`src/rtl/uart_arb_pkg.sv`:
```
// Shared types and helpers for the UART TX byte-path arbiter.
// Arbiter FSM states, byte width and index-width helper.
package uart_arb_pkg;

    typedef enum logic {ARB_IDLE, ARB_GRANT} arb_state_t;

    localparam int BYTE_W = 8;

    function automatic int id_w(input int n);
        return $clog2(n);
    endfunction

endpackage

```
`src/rtl/uart_tx_arbiter_if.sv`:
```
// Requester-side and TX-FIFO-side signal bundle of the UART TX arbiter.
// master = requesters/FIFO environment, slave = arbiter.
interface uart_tx_arbiter_if #(
    parameter int N_REQ = 4
);
    import uart_arb_pkg::*;

    localparam int ID_W = id_w(N_REQ);

    logic [N_REQ-1:0]             req_valid;
    logic [N_REQ-1:0][BYTE_W-1:0] req_data;
    logic [N_REQ-1:0]             req_last;
    logic [N_REQ-1:0]             req_ready;
    logic                         fifo_tx_full;
    logic [BYTE_W-1:0]            tx_byte;
    logic                         tx_valid;
    logic [ID_W-1:0]              grant_id;
    logic                         busy;
    logic                         timeout_o;

    modport master (
        output req_valid, req_data, req_last, fifo_tx_full,
        input  req_ready, tx_byte, tx_valid, grant_id, busy, timeout_o
    );

    modport slave (
        input  req_valid, req_data, req_last, fifo_tx_full,
        output req_ready, tx_byte, tx_valid, grant_id, busy, timeout_o
    );

endinterface

```
`src/rtl/uart_tx_arbiter_rr_arbiter.sv`:
```
// Combinational round-robin pick: first set request at/after ptr,
// wrapping N-1 -> 0. Returns one-hot grant, index and any-request flag.
module rr_arbiter #(
    parameter int N = 4,
    parameter int W = 2
) (
    input  logic [N-1:0] req,
    input  logic [W-1:0] ptr,
    output logic [N-1:0] gnt,
    output logic [W-1:0] idx,
    output logic         any
);

    logic [W-1:0] j;

    always_comb begin
        gnt = '0;
        idx = '0;
        any = 1'b0;
        j   = '0;
        for (int i = 0; i < N; i++) begin
            j = W'((int'(ptr) + i) % N);
            if (!any && req[j]) begin
                any    = 1'b1;
                gnt[j] = 1'b1;
                idx    = j;
            end
        end
    end

endmodule

```
`src/rtl/uart_tx_arbiter.sv`:
```
// Round-robin, packet-locked arbiter sharing the UART TX FIFO write port.
// Optional grant revoke on owner inactivity: define UART_ARB_TIMEOUT_EN.
module uart_tx_arbiter
    import uart_arb_pkg::*;
#(
    parameter int N_REQ     = 4,
    parameter int MAX_BURST = 16,
    parameter int TIMEOUT   = 255
) (
    input logic              clk,
    input logic              reset,
    uart_tx_arbiter_if.slave bus
);

    localparam int ID_W = id_w(N_REQ);

    arb_state_t        state;
    logic [ID_W-1:0]   rr_ptr;
    logic [ID_W-1:0]   grant_id;
    logic [7:0]        burst_cnt;
    logic [BYTE_W-1:0] tx_byte;
    logic              tx_valid;
    logic              timeout_q;

    logic [N_REQ-1:0]  unused_onehot;
    logic [ID_W-1:0]   pick_idx;
    logic              pick_any;

    rr_arbiter #(
        .N (N_REQ),
        .W (ID_W)
    ) u_rr (
        .req (bus.req_valid),
        .ptr (rr_ptr),
        .gnt (unused_onehot),
        .idx (pick_idx),
        .any (pick_any)
    );

    logic              own_valid;
    logic              own_last;
    logic [BYTE_W-1:0] own_data;
    logic              ready_ok;
    logic              accept;
    logic [7:0]        burst_nxt;
    logic              release_pkt;
    logic              revoke;
    logic [ID_W-1:0]   ptr_nxt;

    assign own_valid = bus.req_valid[grant_id];
    assign own_last  = bus.req_last[grant_id];
    assign own_data  = bus.req_data[grant_id];

    // Blocking on our own strobe spaces accepts 2 cycles apart,
    // so fifo_tx_full already reflects the previous write.
    assign ready_ok    = (state == ARB_GRANT) && !bus.fifo_tx_full && !tx_valid;
    assign accept      = ready_ok && own_valid;
    assign burst_nxt   = burst_cnt + 8'd1;
    assign release_pkt = accept && (own_last || (burst_nxt == 8'(MAX_BURST)));
    assign ptr_nxt     = (grant_id == ID_W'(N_REQ - 1)) ? '0 : grant_id + 1'b1;

`ifdef UART_ARB_TIMEOUT_EN
    localparam int TO_W = $clog2(TIMEOUT + 1);

    logic [TO_W-1:0] idle_cnt;
    logic            idle_tick;

    assign idle_tick = (state == ARB_GRANT) && !own_valid && !bus.fifo_tx_full;
    assign revoke    = idle_tick && (idle_cnt == TO_W'(TIMEOUT - 1));

    always_ff @(posedge clk or posedge reset) begin
        if (reset) begin
            idle_cnt <= '0;
        end else if ((state != ARB_GRANT) || accept || revoke) begin
            idle_cnt <= '0;
        end else if (idle_tick) begin
            idle_cnt <= idle_cnt + 1'b1;
        end
    end
`else
    localparam bit unused_timeout = (TIMEOUT > 0);

    assign revoke = 1'b0;
`endif

    always_ff @(posedge clk or posedge reset) begin
        if (reset) begin
            state     <= ARB_IDLE;
            rr_ptr    <= '0;
            grant_id  <= '0;
            burst_cnt <= '0;
            tx_byte   <= '0;
            tx_valid  <= 1'b0;
            timeout_q <= 1'b0;
        end else begin
            tx_valid  <= accept;
            tx_byte   <= accept ? own_data : '0;
            timeout_q <= 1'b0;
            unique case (state)
                ARB_IDLE: begin
                    if (pick_any) begin
                        grant_id  <= pick_idx;
                        burst_cnt <= '0;
                        state     <= ARB_GRANT;
                    end
                end
                ARB_GRANT: begin
                    if (accept) begin
                        burst_cnt <= burst_nxt;
                    end
                    // accept and revoke are exclusive: one pointer step
                    if (release_pkt || revoke) begin
                        state  <= ARB_IDLE;
                        rr_ptr <= ptr_nxt;
                    end
                    timeout_q <= revoke;
                end
                default: state <= ARB_IDLE;
            endcase
        end
    end

    assign bus.req_ready = ready_ok ? (N_REQ'(1) << grant_id) : '0;
    assign bus.tx_byte   = tx_byte;
    assign bus.tx_valid  = tx_valid;
    assign bus.grant_id  = grant_id;
    assign bus.busy      = (state == ARB_GRANT);
    assign bus.timeout_o = timeout_q;

endmodule

```
`src/flat_wrapper.sv`:
```
// flat-port wrapper written by rule: the top's interface ports become plain ports
module uart_tx_arbiter_flat import uart_arb_pkg::*;
#(
    parameter int N_REQ     = 4,
    parameter int MAX_BURST = 16,
    parameter int TIMEOUT   = 255
)
  (clk, reset, bus_req_valid, bus_req_data, bus_req_last, bus_fifo_tx_full, bus_req_ready, bus_tx_byte, bus_tx_valid, bus_grant_id, bus_busy, bus_timeout_o);
  uart_tx_arbiter_if #(.N_REQ(N_REQ)) bus_i ();
  input logic clk;
  input logic reset;
  input wire logic [$bits(bus_i.req_valid)-1:0] bus_req_valid;
  input wire logic [$bits(bus_i.req_data)-1:0] bus_req_data;
  input wire logic [$bits(bus_i.req_last)-1:0] bus_req_last;
  input wire logic [$bits(bus_i.fifo_tx_full)-1:0] bus_fifo_tx_full;
  output wire logic [$bits(bus_i.req_ready)-1:0] bus_req_ready;
  output wire logic [$bits(bus_i.tx_byte)-1:0] bus_tx_byte;
  output wire logic [$bits(bus_i.tx_valid)-1:0] bus_tx_valid;
  output wire logic [$bits(bus_i.grant_id)-1:0] bus_grant_id;
  output wire logic [$bits(bus_i.busy)-1:0] bus_busy;
  output wire logic [$bits(bus_i.timeout_o)-1:0] bus_timeout_o;
  assign bus_i.req_valid = bus_req_valid;
  assign bus_i.req_data = bus_req_data;
  assign bus_i.req_last = bus_req_last;
  assign bus_i.fifo_tx_full = bus_fifo_tx_full;
  assign bus_req_ready = bus_i.req_ready;
  assign bus_tx_byte = bus_i.tx_byte;
  assign bus_tx_valid = bus_i.tx_valid;
  assign bus_grant_id = bus_i.grant_id;
  assign bus_busy = bus_i.busy;
  assign bus_timeout_o = bus_i.timeout_o;
  uart_tx_arbiter #(.N_REQ(N_REQ), .MAX_BURST(MAX_BURST), .TIMEOUT(TIMEOUT)) u_core (.clk(clk), .reset(reset), .bus(bus_i));
endmodule
```
`config.mk`:
```
export PLATFORM = sky130hd
export DESIGN_NAME = uart_tx_arbiter_flat
export DESIGN_NICKNAME = d
export VERILOG_FILES = /design/src/rtl/uart_arb_pkg.sv /design/src/rtl/uart_tx_arbiter_if.sv /design/src/rtl/uart_tx_arbiter_rr_arbiter.sv /design/src/rtl/uart_tx_arbiter.sv /design/src/flat_wrapper.sv
export SDC_FILE = /design/constraint.sdc
export NUM_CORES = 1
export LEC_CHECK = 0
export ABC_CLOCK_PERIOD_IN_PS = 1850
export BUFFER_PORTS_ARGS = -buffer_cell sky130_fd_sc_hd__buf_4
export CORE_MARGIN = 8
export CORE_UTILIZATION = 43
export DETAILED_ROUTE_END_ITERATION = 10
export PLACE_DENSITY = 0.87
export SLEW_MARGIN = 20
export SYNTH_ARGS = -nofsm -noshare
export SYNTH_HDL_FRONTEND = slang
export SYNTH_SLANG_ARGS = --single-unit
```
`constraint.sdc`:
```
create_clock -name clk -period 1.85 [get_ports clk]
set_input_delay 0.2775 -clock clk [delete_from_list [all_inputs] [get_ports clk]]
set_output_delay 0.2775 -clock clk [all_outputs]
set_load 0.05 [all_outputs]
```
; Word level (Yosys, flattened, before mapping)
; Cells that the tools add are included.
[totals]
register_bits = 22
inputBits = 43
output_inout_bits = 17
[classes]
add_sub_neg = 5
order_cmp = 5
n_eq_ne = 4
shifts = 1
n_mux = 31
bitwise = 1
reduce_logical = 16
[ops]
columns = operator, count
row1 = $mux 8, 4
row2 = $bmux 8 s2, 1
row3 = $pmux 8 s2, 1
row4 = $lt 2x3->1 const B, 5
row5 = $bmux 1 s2, 6
row6 = $mux 1, 12
row7 = $mux 2, 5
row8 = $add 8x1->8 const B, 1
row9 = $eq 8x5->1 const B, 1
row10 = $logic_and 1x1->1, 7
row11 = $reduce_and 2->1, 3
row12 = $logic_not 1->1, 5
row13 = $add 2x1->2 const B, 2
row14 = $add 2x2->2 const B, 2
row15 = $mux 4, 1
row16 = $shl 1x2->4 const A, 1
row17 = $eq 2x2->1 const B, 1
row18 = $ne 2x1->1 const B, 1
row19 = $ne 2x2->1 const B, 1
row20 = $pmux 1 s2, 1
row21 = $logic_or 1x1->1, 1
row22 = $not 1->1, 1

; Logic depth before layout (Yosys ltp)
; Gate-level depths: netlist of the first run.
[logic_depth]
word_depth = 14
mapped_depth = 6

; Hierarchy
; A second synthesis of the first run with hierarchy kept.
[unflattened]
hier_cells = 159
hier_area_um2 = 1700.4
[modules_own_cells]
columns = module, n_inst, cells_per_inst, area_each_um2
row1 = uart_tx_arbiter, 1, 114, 1281.2
row2 = rr_arbiter, 1, 45, 419.2

; Worst setup path after synthesis of the first run
; Ideal clock, no wire load.
[synth_path]
kind = register -> register
startpoint = reg u_core.grant_id[0] (netlist: u_core.bus.grant_id[0])
endpoint = reg u_core.rr_ptr[1]
setup_ns = 0.132
arrival_time_ns = 2.250
t_required_ns = 1.718
path_slack_ns = -0.531
stages_incl_launch_ff = 6
n_path_buf = 1
cell_sequence = dfrtp_1 buf_1 inv_1 ha_1 a222oi_1 or3b_1
[synth_via]
elab_cells_between_ends = 11
classes_between = add/sub: 1 / eq/ne: 1 / mux: 5 / reduce/logical: 4
[synth_rtl]
columns = item, line_no
row1 = from (decl), uart_tx_arbiter.sv:19  ; logic [ID_W-1:0] grant_id;
row2 = from (signal assigned), uart_tx_arbiter.sv:102  ; grant_id <= pick_idx;
row3 = $add 2x1->2 or $eq 2x2->1 (tied branches), uart_tx_arbiter.sv:60  ; assign ptr_nxt = (grant_id == ID_W'(N_REQ - 1)) ? '0 : grant_id + 1'b1;
row4 = $mux 2 (*), uart_tx_arbiter.sv:60
row5 = net u_core.ptr_nxt[1], uart_tx_arbiter.sv:48  ; logic [ID_W-1:0] ptr_nxt;
row6 = to (signal assigned), uart_tx_arbiter.sv:114  ; rr_ptr <= ptr_nxt;
row7 = to (decl), uart_tx_arbiter.sv:18  ; logic [ID_W-1:0] rr_ptr;
; Mark *: on every way through the listed nets, which the timed path passes. The rest lies on a longest branch. The select of a mux whose other input is x is not followed.
; A chain may end at the register's enable or synchronous reset.

; Worst setup path in the final report of the first run
[layout_path]
startpoint = reg u_core.grant_id[0] (netlist: u_core.bus.grant_id[0])
endpoint = reg u_core.rr_ptr[0]
[layout_via]
elab_chain_len = 5
elab_cells_between_ends = 11
classes_between = add/sub: 1 / eq/ne: 1 / mux: 5 / reduce/logical: 4
[layout_rtl]
columns = item, line_no
row1 = "$bmux 1 s2, on equally long branches", "uart_tx_arbiter.sv:50, uart_tx_arbiter.sv:51"
row2 = "$mux 1, on equally long branches", "uart_tx_arbiter.sv:50, uart_tx_arbiter.sv:51"
row3 = $logic_and 1x1->1 or $logic_or 1x1->1 (tied branches), "uart_tx_arbiter.sv:57, uart_tx_arbiter.sv:59"
row4 = $logic_and 1x1->1, uart_tx_arbiter.sv:59  ; assign release_pkt = accept && (own_last || (burst_nxt == 8'(MAX_BURST)));
row5 = $reduce_and 2->1 (no source line), n/a
; Several ways; a longest one is shown, not always the timed one. The select of a mux whose other input is x is not followed.

==> PnR_summary.wiki, run 1 <==
{| class="wikitable"
! Metric !! Value
|-
| Post-Route Skew || 5.534 ps
|-
| Residual DRC count || 0
|-
| Count of boundary I/O pins || 60
|-
| Gate Count Post-Synth || 143
|-
| Detail Placement HPWL || 3366 µm
|-
| WL final || 4174 µm
|-
| Final setup vio count || 5
|-
| Synthesized-area fraction occupied by xor and xnor cells || 0.006114
|-
| Type of the most critical hold path || in2async
|-
| Core area || 3258 µm²
|-
| M3 GR Usage || 0.04229
|-
| Die Height || 73.72 µm
|-
| Final weighted congestion in routability-driven placement || 0.8066
|-
| First-pass GRT wire length || 6879 µm
|-
| Largest family of logic cells by synthesized area || simple AND/OR/NAND/NOR gates
|-
| Drt first pass iters || 5
|-
| Post-Layout Inst Area || 2178 µm²
|-
| Comb pwr share || 0.606
|-
| Net switching power || 1189 µW
|-
| Worst R2R End || u_core.rr_ptr[0]
|-
| Number of clock buffers inserted by TritonCTS || 3
|-
| Startpoint of the most critical setup path || u_core.bus.grant_id[0]
|-
| Simple-gate share of the synthesized area || 0.2428
|-
| Drt first-iter violations || 50
|-
| Power density normalized to cell area || 1281 nW/µm²
|-
| Violations in the final reports || negative hold slack, negative setup slack
|-
| Part of the total power dissipated in the clock network || 0.132
|-
| Crit-path max FO || 4
|-
| Number of global-route vias before repair || 1,488
|-
| Startpoint of the most critical register-to-register path || u_core.bus.grant_id[0]
|-
| Post-Syn Area || 1433 µm²
|-
| Share of synthesized registers carrying an async set or reset || 1.000
|-
| Final sum of negative setup slack || -286.0 ps
|-
| Startpoint types || flip-flop
|-
| Total clock sinks || 22
|-
| Sequential share of the synthesized area || 0.3843
|-
| Average wire length per cell after detail routing || 15.40 µm
|-
| Most used DFF post-synth || sky130_fd_sc_hd__dfrtp_1
|-
| Total inserted antenna cells || 0
|-
| Maximum clock rate || 497.8 MHz
|-
| Category of the worst setup path capture point || flip-flop
|-
| Ratio of cells with drive above 1 in the final layout || 0.4844
|-
| Fin worst setup slack || -158.7 ps
|-
| Number of flops mapped to enable cells by yosys || 0
|-
| Hold buffer count at CTS || 0
|-
| Adder and majority gate portion of the synthesized area || 0.04367
|-
| Clock tree root driver cell || sky130_fd_sc_hd__clkbuf_4
|-
| Area growth syn-to-layout || 52.05%
|-
| Reported leakage power || 0.001078 µW
|-
| Number of antenna violations at the first check in global routing || 0
|-
| Max transition margin || 0.6327
|-
| Number of storage elements in the synthesis netlist || 22
|-
| Grt ovf || 0
|-
| Number of slew-limit violations in the final report || 0
|-
| Worst slack on hold paths || -4.322 ps
|-
| Outcome || finished, violations left
|-
| Utilization of the core after routing || 0.6686
|-
| Post-DRT Antenna Nets || 0
|-
| Share of total power consumed by net switching || 0.4260
|-
| Internal portion of total power || 1602 µW
|-
| Pin count of the biggest net entering global routing || 15
|-
| Maximum clock insertion buffer count || 2
|-
| Slew at the pin closest to its max-slew limit || 550.3 ps
|-
| Total global-route track usage || 0.1653
|-
| Final period utilization || 1.086
|-
| Syn. warnings || 0
|-
| Clock-pin slew on the worst setup and hold paths || 120 ps
|-
| Slack of the worst reg-to-reg path || -160 ps
|-
| Most frequent standard cell in the layout excluding fill and tap cells || sky130_fd_sc_hd__buf_4
|-
| Unrepaired setup endpoints after global routing || yes
|-
| Post-synth cell types || 42
|-
| Global Route met2 Usage || 0.2933
|-
| Capture point of the critical path || u_core.rr_ptr[0]
|-
| Latest clock arrival within the worst-skew pair || 310 ps
|-
| Commonest cells after routing, fill and taps aside || sky130_fd_sc_hd__buf_4, sky130_fd_sc_hd__dfrtp_1, sky130_fd_sc_hd__nand2_1, sky130_fd_sc_hd__mux4_2, sky130_fd_sc_hd__o21ai_0
|-
| Number of hold violations in the final report || 8
|-
| Post-synthesis compound-gate area fraction || 0.1135
|-
| Standard-cell row count || 21
|-
| Synthesized area per cell || 10.02 µm²
|-
| Global-route track usage on met1 || 0.1823
|-
| Initial Utilization || 0.4397
|-
| Instance area at placement || 2079 µm²
|-
| Post-detailed-route via-to-cell ratio || 5.292
|-
| Worst endpoint required time || 2050 ps
|-
| Mux share of post-synthesis cell area || 0.1642
|-
| Overall power of the completed layout || 2791 µW
|-
| Minimum clock period after layout || 2009 ps
|-
| Total Nets Final || 274
|-
| Share of total power in sequential cells || 0.262
|-
| Total die area || 5435 µm²
|-
| Number of nets in the synthesized netlist || 191
|-
| Classification of the worst setup path || reg2reg
|-
| Maximum vdd drop || 0.9004 mV
|-
| Horizontal die dimension || 73.72 µm
|-
| Max-cap violations || 0
|-
| Worst EP arrival || 2210 ps
|-
| Via count of the routed design || 1,434
|-
| Register-to-Register Path Depth || 8
|-
| TritonCTS clock tree || done
|-
| Number of port buffers || 58
|-
| H-tree levels || 1
|-
| Grt peak-use layer || met2
|}
==> Yosys cell counts, types with 2 or more instances <==
cell type	n	area, µm²
sky130_fd_sc_hd__nor3_1	2	10.01
sky130_fd_sc_hd__a21oi_1	4	20.02
sky130_fd_sc_hd__o21ai_0	11	55.05
sky130_fd_sc_hd__a222oi_1	2	20.02
sky130_fd_sc_hd__or2_2	2	12.51
sky130_fd_sc_hd__and3_1	5	31.28
sky130_fd_sc_hd__o22ai_1	2	12.51
sky130_fd_sc_hd__nor2b_1	5	31.28
sky130_fd_sc_hd__clkbuf_1	3	11.26
sky130_fd_sc_hd__ha_1	5	62.56
sky130_fd_sc_hd__and2_1	8	50.05
sky130_fd_sc_hd__inv_1	7	26.28
sky130_fd_sc_hd__mux4_2	10	225.2
sky130_fd_sc_hd__dfrtp_1	22	550.5
sky130_fd_sc_hd__nand3_1	6	30.03
sky130_fd_sc_hd__nor2_1	8	30.03
sky130_fd_sc_hd__nand2_1	15	56.30
sky130_fd_sc_hd__buf_1	2	7.510
==> worst min-delay path by stage <==
| stage | slack, ps | endpoint | start | depth (start not counted) |
|---|---|---|---|---|
| global placement | 360 | u_core.bus.tx_byte[6] | reset | 2 |
| floorplan | 270 | u_core.burst_cnt[0] | reset | 1 |
| global route | 50 | u_core.bus.tx_byte[1] | reset | 2 |
| detailed placement | 380 | u_core.bus.tx_byte[6] | reset | 2 |
| CTS | 20 | u_core.bus.tx_byte[6] | reset | 2 |
| finish | -4 | u_core.burst_cnt[2] | reset | 2 |
==> logic make-up after synthesis <==
kind of cell	after synthesis
AO/OA/AOI/OAI	25
XOR/XNOR	1
adder cells (fa/ha/maj)	5
buffers and inverters	15
flip-flops	22
multiplexers	11
other	1
AND/OR/NAND/NOR	63
==> layout make-up <==
class                           count  area [µm²]
Tap cell                           46       57.56
Timing Repair Buffer               85       660.6
Clock inverter                      1       30.03
Multi-Input combinational cell    106       822.0
Inverter                            8       30.03
Fill cell                         271        1080
Sequential cell                    22       555.5
Clock buffer                        3       22.52
==> registers in the layout, indices dropped and copies added, names as in the netlist <==
name	flops
u_core.bus.busy	1
u_core.rr_ptr	2
u_core.bus.tx_byte	8
u_core.bus.tx_valid	1
u_core.bus.grant_id	2
u_core.burst_cnt	8
==> metal layers <==
layer / vias up / part of all wire
li1: 684 / -
met1: 680 / 0.39
met2: 61 / 0.52
met3: 9 / 0.063
met4: 0 / 0.022
met5: - / 0
==> per-stage QoR <==
stage | cells | worst slack [ps] | hold slack, ps
CTS | 269 | -88.10 | 22.46
detailed placement | 264 | -78.78 | 376.8
floorplan | 143 | -225.3 | 266.7
global route | 271 | -211.9 | 45.93
global placement | 264 | -24.50 | 364.4
finish | 271 | -158.7 | -4.322
==> what timing repair did <==
item	4_1_cts	5_1_grt
gates resized for setup	2	8
endpoints found under the hold margin	0	0
endpoints found under the setup margin	6	9
buffers inserted	1	2
pin swaps	0	2
==> critical path: stages (launching register included) <==
cell and delay [ps]:
sky130_fd_sc_hd__dfrtp_4 470, sky130_fd_sc_hd__mux4_2 510, sky130_fd_sc_hd__nand3_2 110, sky130_fd_sc_hd__inv_2 50, sky130_fd_sc_hd__and2_4 130, sky130_fd_sc_hd__buf_4 130, sky130_fd_sc_hd__buf_6 100, sky130_fd_sc_hd__a222oi_1 300
sky130_fd_sc_hd__nand2_1 100
==> power by group through the flow <==
| stage | clock network (µW) | registers, µW | logic, µW |
|---|---|---|---|
| global placement | 0 | 728 | 1570 |
| detailed placement | 0 | 734 | 1610 |
| CTS | 377 | 727 | 1630 |
| global route | 400 | 750 | 1810 |
| floorplan | 0 | 1020 | 737 |
| finish | 369 | 730 | 1690 |
No activity file was read; power rests on OpenSTA's default activity.
==> run 2: changes to the inputs <==
- PLACE_DENSITY: 0.87 -> 0.86
==> PnR_summary.wiki, run 2 (synthesis results as in run 1) <==
{| class="wikitable"
! Metric !! Value
|-
| Outcome || finished, violations left (unchanged)
|-
| Violations in the final reports || negative hold slack, negative setup slack (unchanged)
|-
| Final setup vio count || 3 (was 5)
|-
| Number of antenna violations at the first check in global routing || 0 (unchanged)
|-
| Total die area || 5435 µm² (unchanged)
|-
| Slew at the pin closest to its max-slew limit || 533.1 ps (was 550.3 ps)
|-
| Maximum vdd drop || 0.9685 mV (was 0.9004 mV)
|-
| Drt first pass iters || 4 (was 5)
|-
| Unrepaired setup endpoints after global routing || yes (unchanged)
|-
| WL final || 4067 µm (was 4174 µm)
|-
| Combined buffer and inverter count along the critical path || 1 (was 3)
|-
| Pin count of the biggest net entering global routing || 15 (unchanged)
|-
| Standard-cell row count || 21 (unchanged)
|-
| Count of boundary I/O pins || 60 (unchanged)
|-
| Number of port buffers || 58 (unchanged)
|-
| H-tree levels || 1 (unchanged)
|-
| Worst slack on hold paths || -12.02 ps (was -4.322 ps)
|-
| First-pass GRT wire length || 6713 µm (was 6879 µm)
|-
| Horizontal die dimension || 73.72 µm (unchanged)
|-
| Total inserted antenna cells || 0 (unchanged)
|-
| Cell-by-cell trace of the critical path || mux4_2, nand3_2, inv_2, and2_4, a222oi_1, or3b_1 (was mux4_2, nand3_2, inv_2, and2_4, buf_4, buf_6, a222oi_1, nand2_1)
|-
| Post-detailed-route via-to-cell ratio || 5.218 (was 5.292)
|-
| Fin worst setup slack || -79.47 ps (was -158.7 ps)
|-
| Post-Route Skew || 2.455 ps (was 5.534 ps)
|-
| Startpoint of the most critical register-to-register path || u_core.bus.grant_id[0] (unchanged)
|-
| Power density normalized to cell area || 1273 nW/µm² (was 1281 nW/µm²)
|-
| Category of cells accounting for the largest share of critical-path delay || simple AND/OR/NAND/NOR gates (was multiplexers)
|-
| Classification of the worst setup path || reg2reg (unchanged)
|-
| Latest clock arrival within the worst-skew pair || 310 ps (about the same)
|-
| Total Nets Final || 269 (was 274)
|-
| Overall power of the completed layout || 2704 µW (was 2791 µW)
|-
| Max-cap violations || 0 (unchanged)
|-
| Total clock sinks || 22 (unchanged)
|-
| Startpoint types || flip-flop (unchanged)
|-
| # fillers || 285 (was 271)
|-
| Number of slew-limit violations in the final report || 0 (unchanged)
|-
| Hold buffer count at CTS || 0 (unchanged)
|-
| Post-DRT Antenna Nets || 0 (unchanged)
|-
| Number of clock buffers inserted by TritonCTS || 3 (unchanged)
|-
| Worst endpoint required time || 2050 ps (about the same)
|-
| Category of the worst setup path capture point || flip-flop (unchanged)
|-
| Clock tree root driver cell || sky130_fd_sc_hd__clkbuf_4 (unchanged)
|-
| Initial Utilization || 0.4397 (unchanged)
|-
| Total global-route track usage || 0.1577 (was 0.1653)
|-
| Drt first-iter violations || 58 (was 50)
|-
| Worst EP arrival || 2130 ps (was 2210 ps)
|-
| Grt ovf || 0 (unchanged)
|-
| Area growth syn-to-layout || 48.30% (was 52.05%)
|-
| Utilization of the core after routing || 0.6521 (was 0.6686)
|-
| Largest registers || u_core.burst_cnt (8), u_core.bus.tx_byte (8) (unchanged)
|-
| Ratio of cells with drive above 1 in the final layout || 0.4636 (was 0.4844)
|-
| Type of the most critical hold path || in2async (unchanged)
|-
| Maximum clock insertion buffer count || 2 (unchanged)
|-
| Via count of the routed design || 1,388 (was 1,434)
|-
| Core area || 3258 µm² (unchanged)
|-
| Number of global-route vias before repair || 1,461 (was 1,488)
|-
| TritonCTS clock tree || done (unchanged)
|-
| Maximum clock rate || 518.3 MHz (was 497.8 MHz)
|-
| Commonest cells after routing, fill and taps aside || sky130_fd_sc_hd__buf_4, sky130_fd_sc_hd__dfrtp_1, sky130_fd_sc_hd__nand2_1, sky130_fd_sc_hd__mux4_2, sky130_fd_sc_hd__o21ai_0 (unchanged)
|-
| Delay contributed by the slowest stage of the critical path || 510 ps (about the same)
|-
| Startpoint of the most critical setup path || u_core.bus.grant_id[0] (unchanged)
|-
| Number of hold violations in the final report || 13 (was 8)
|-
| Residual DRC count || 0 (unchanged)
|-
| Final weighted congestion in routability-driven placement || 0.8118 (was 0.8066)
|-
| Crit-path max FO || 3 (was 4)
|-
| Average wire length per cell after detail routing || 15.29 µm (was 15.40 µm)
|-
| Die Height || 73.72 µm (unchanged)
|-
| Clock-pin slew on the worst setup and hold paths || 130 ps (was 120 ps)
|-
| Max transition margin || 0.6442 (was 0.6327)
|-
| Minimum clock period after layout || 1929 ps (was 2009 ps)
|-
| Final period utilization || 1.043 (was 1.086)
|-
| Reported leakage power || 0.001049 µW (was 0.001078 µW)
|-
| Cell at the slowest stage of the critical path || sky130_fd_sc_hd__mux4_2 (unchanged)
|-
| Detail Placement HPWL || 3262 µm (was 3366 µm)
|-
| Most frequent standard cell in the layout excluding fill and tap cells || sky130_fd_sc_hd__buf_4 (unchanged)
|}
## run 2: layout make-up
| cell class | instances | area, µm² | area share |
|---|---|---|---|
| well taps | 46 | 57.56 | 0.02709 |
| clock buffers | 3 | 22.52 | 0.01060 |
| multi-input cells | 106 | 820.8 | 0.3863 |
| repair buffers | 80 | 608.1 | 0.2862 |
| flip-flops and latches | 22 | 555.5 | 0.2615 |
| inverters | 8 | 30.03 | 0.01413 |
| clock inverters | 1 | 30.03 | 0.01413 |
## run 2: stage by stage
stage	instances	setup WS, ps	area (µm²)	setup TNS (ps)	hold slack [ps]
2_1_floorplan	143	-225.3	1439	-259.0	266.7
3_3_place_gp	261	-2.016	2057	-2.016	347.8
3_5_place_dp	261	-61.85	2057	-61.85	356.1
4_1_cts	266	-77.38	2125	-144.8	10.79
5_1_grt	266	-155.8	2125	-525.6	32.53
6_report	266	-79.47	2125	-140.8	-12.02
## run 2: final timing paths
check,end,slack [ps],cells past startpoint
worst min-delay path,u_core.bus.tx_byte[3],-10,2
min in group clk,u_core.bus.tx_byte[2],380,3
max in group asynchronous,u_core.rr_ptr[0],1340,3
worst max-delay path,u_core.rr_ptr[1],-80,6
worst min register to register,u_core.burst_cnt[7],590,2
worst max register to register,u_core.rr_ptr[1],-80,6
## run 2: layer usage
| layer | GRT usage | share of wire | vias to the layer above |
|---|---|---|---|
| met5 | 0 | 0 | - |
| li1 | - | - | 668 |
| met3 | 0.04093 | 0.050 | 2 |
| met1 | 0.1896 | 0.41 | 680 |
| met4 | 0.02661 | 0.0037 | 0 |
| met2 | 0.2756 | 0.53 | 38 |
## run 2: repair_timing
action	CTS	global route
cloned	0	0
pin swaps	0	0
resized for setup	2	2
setup buffers	1	0
setup endpoints to repair	5	9
## run 2: report_power, final
| group | switching, µW | internal [µW] | total (µW) |
|---|---|---|---|
| Combinational | 900 | 711 | 1610 |
| Sequential | 104 | 615 | 719 |
| Clock | 156 | 219 | 375 |
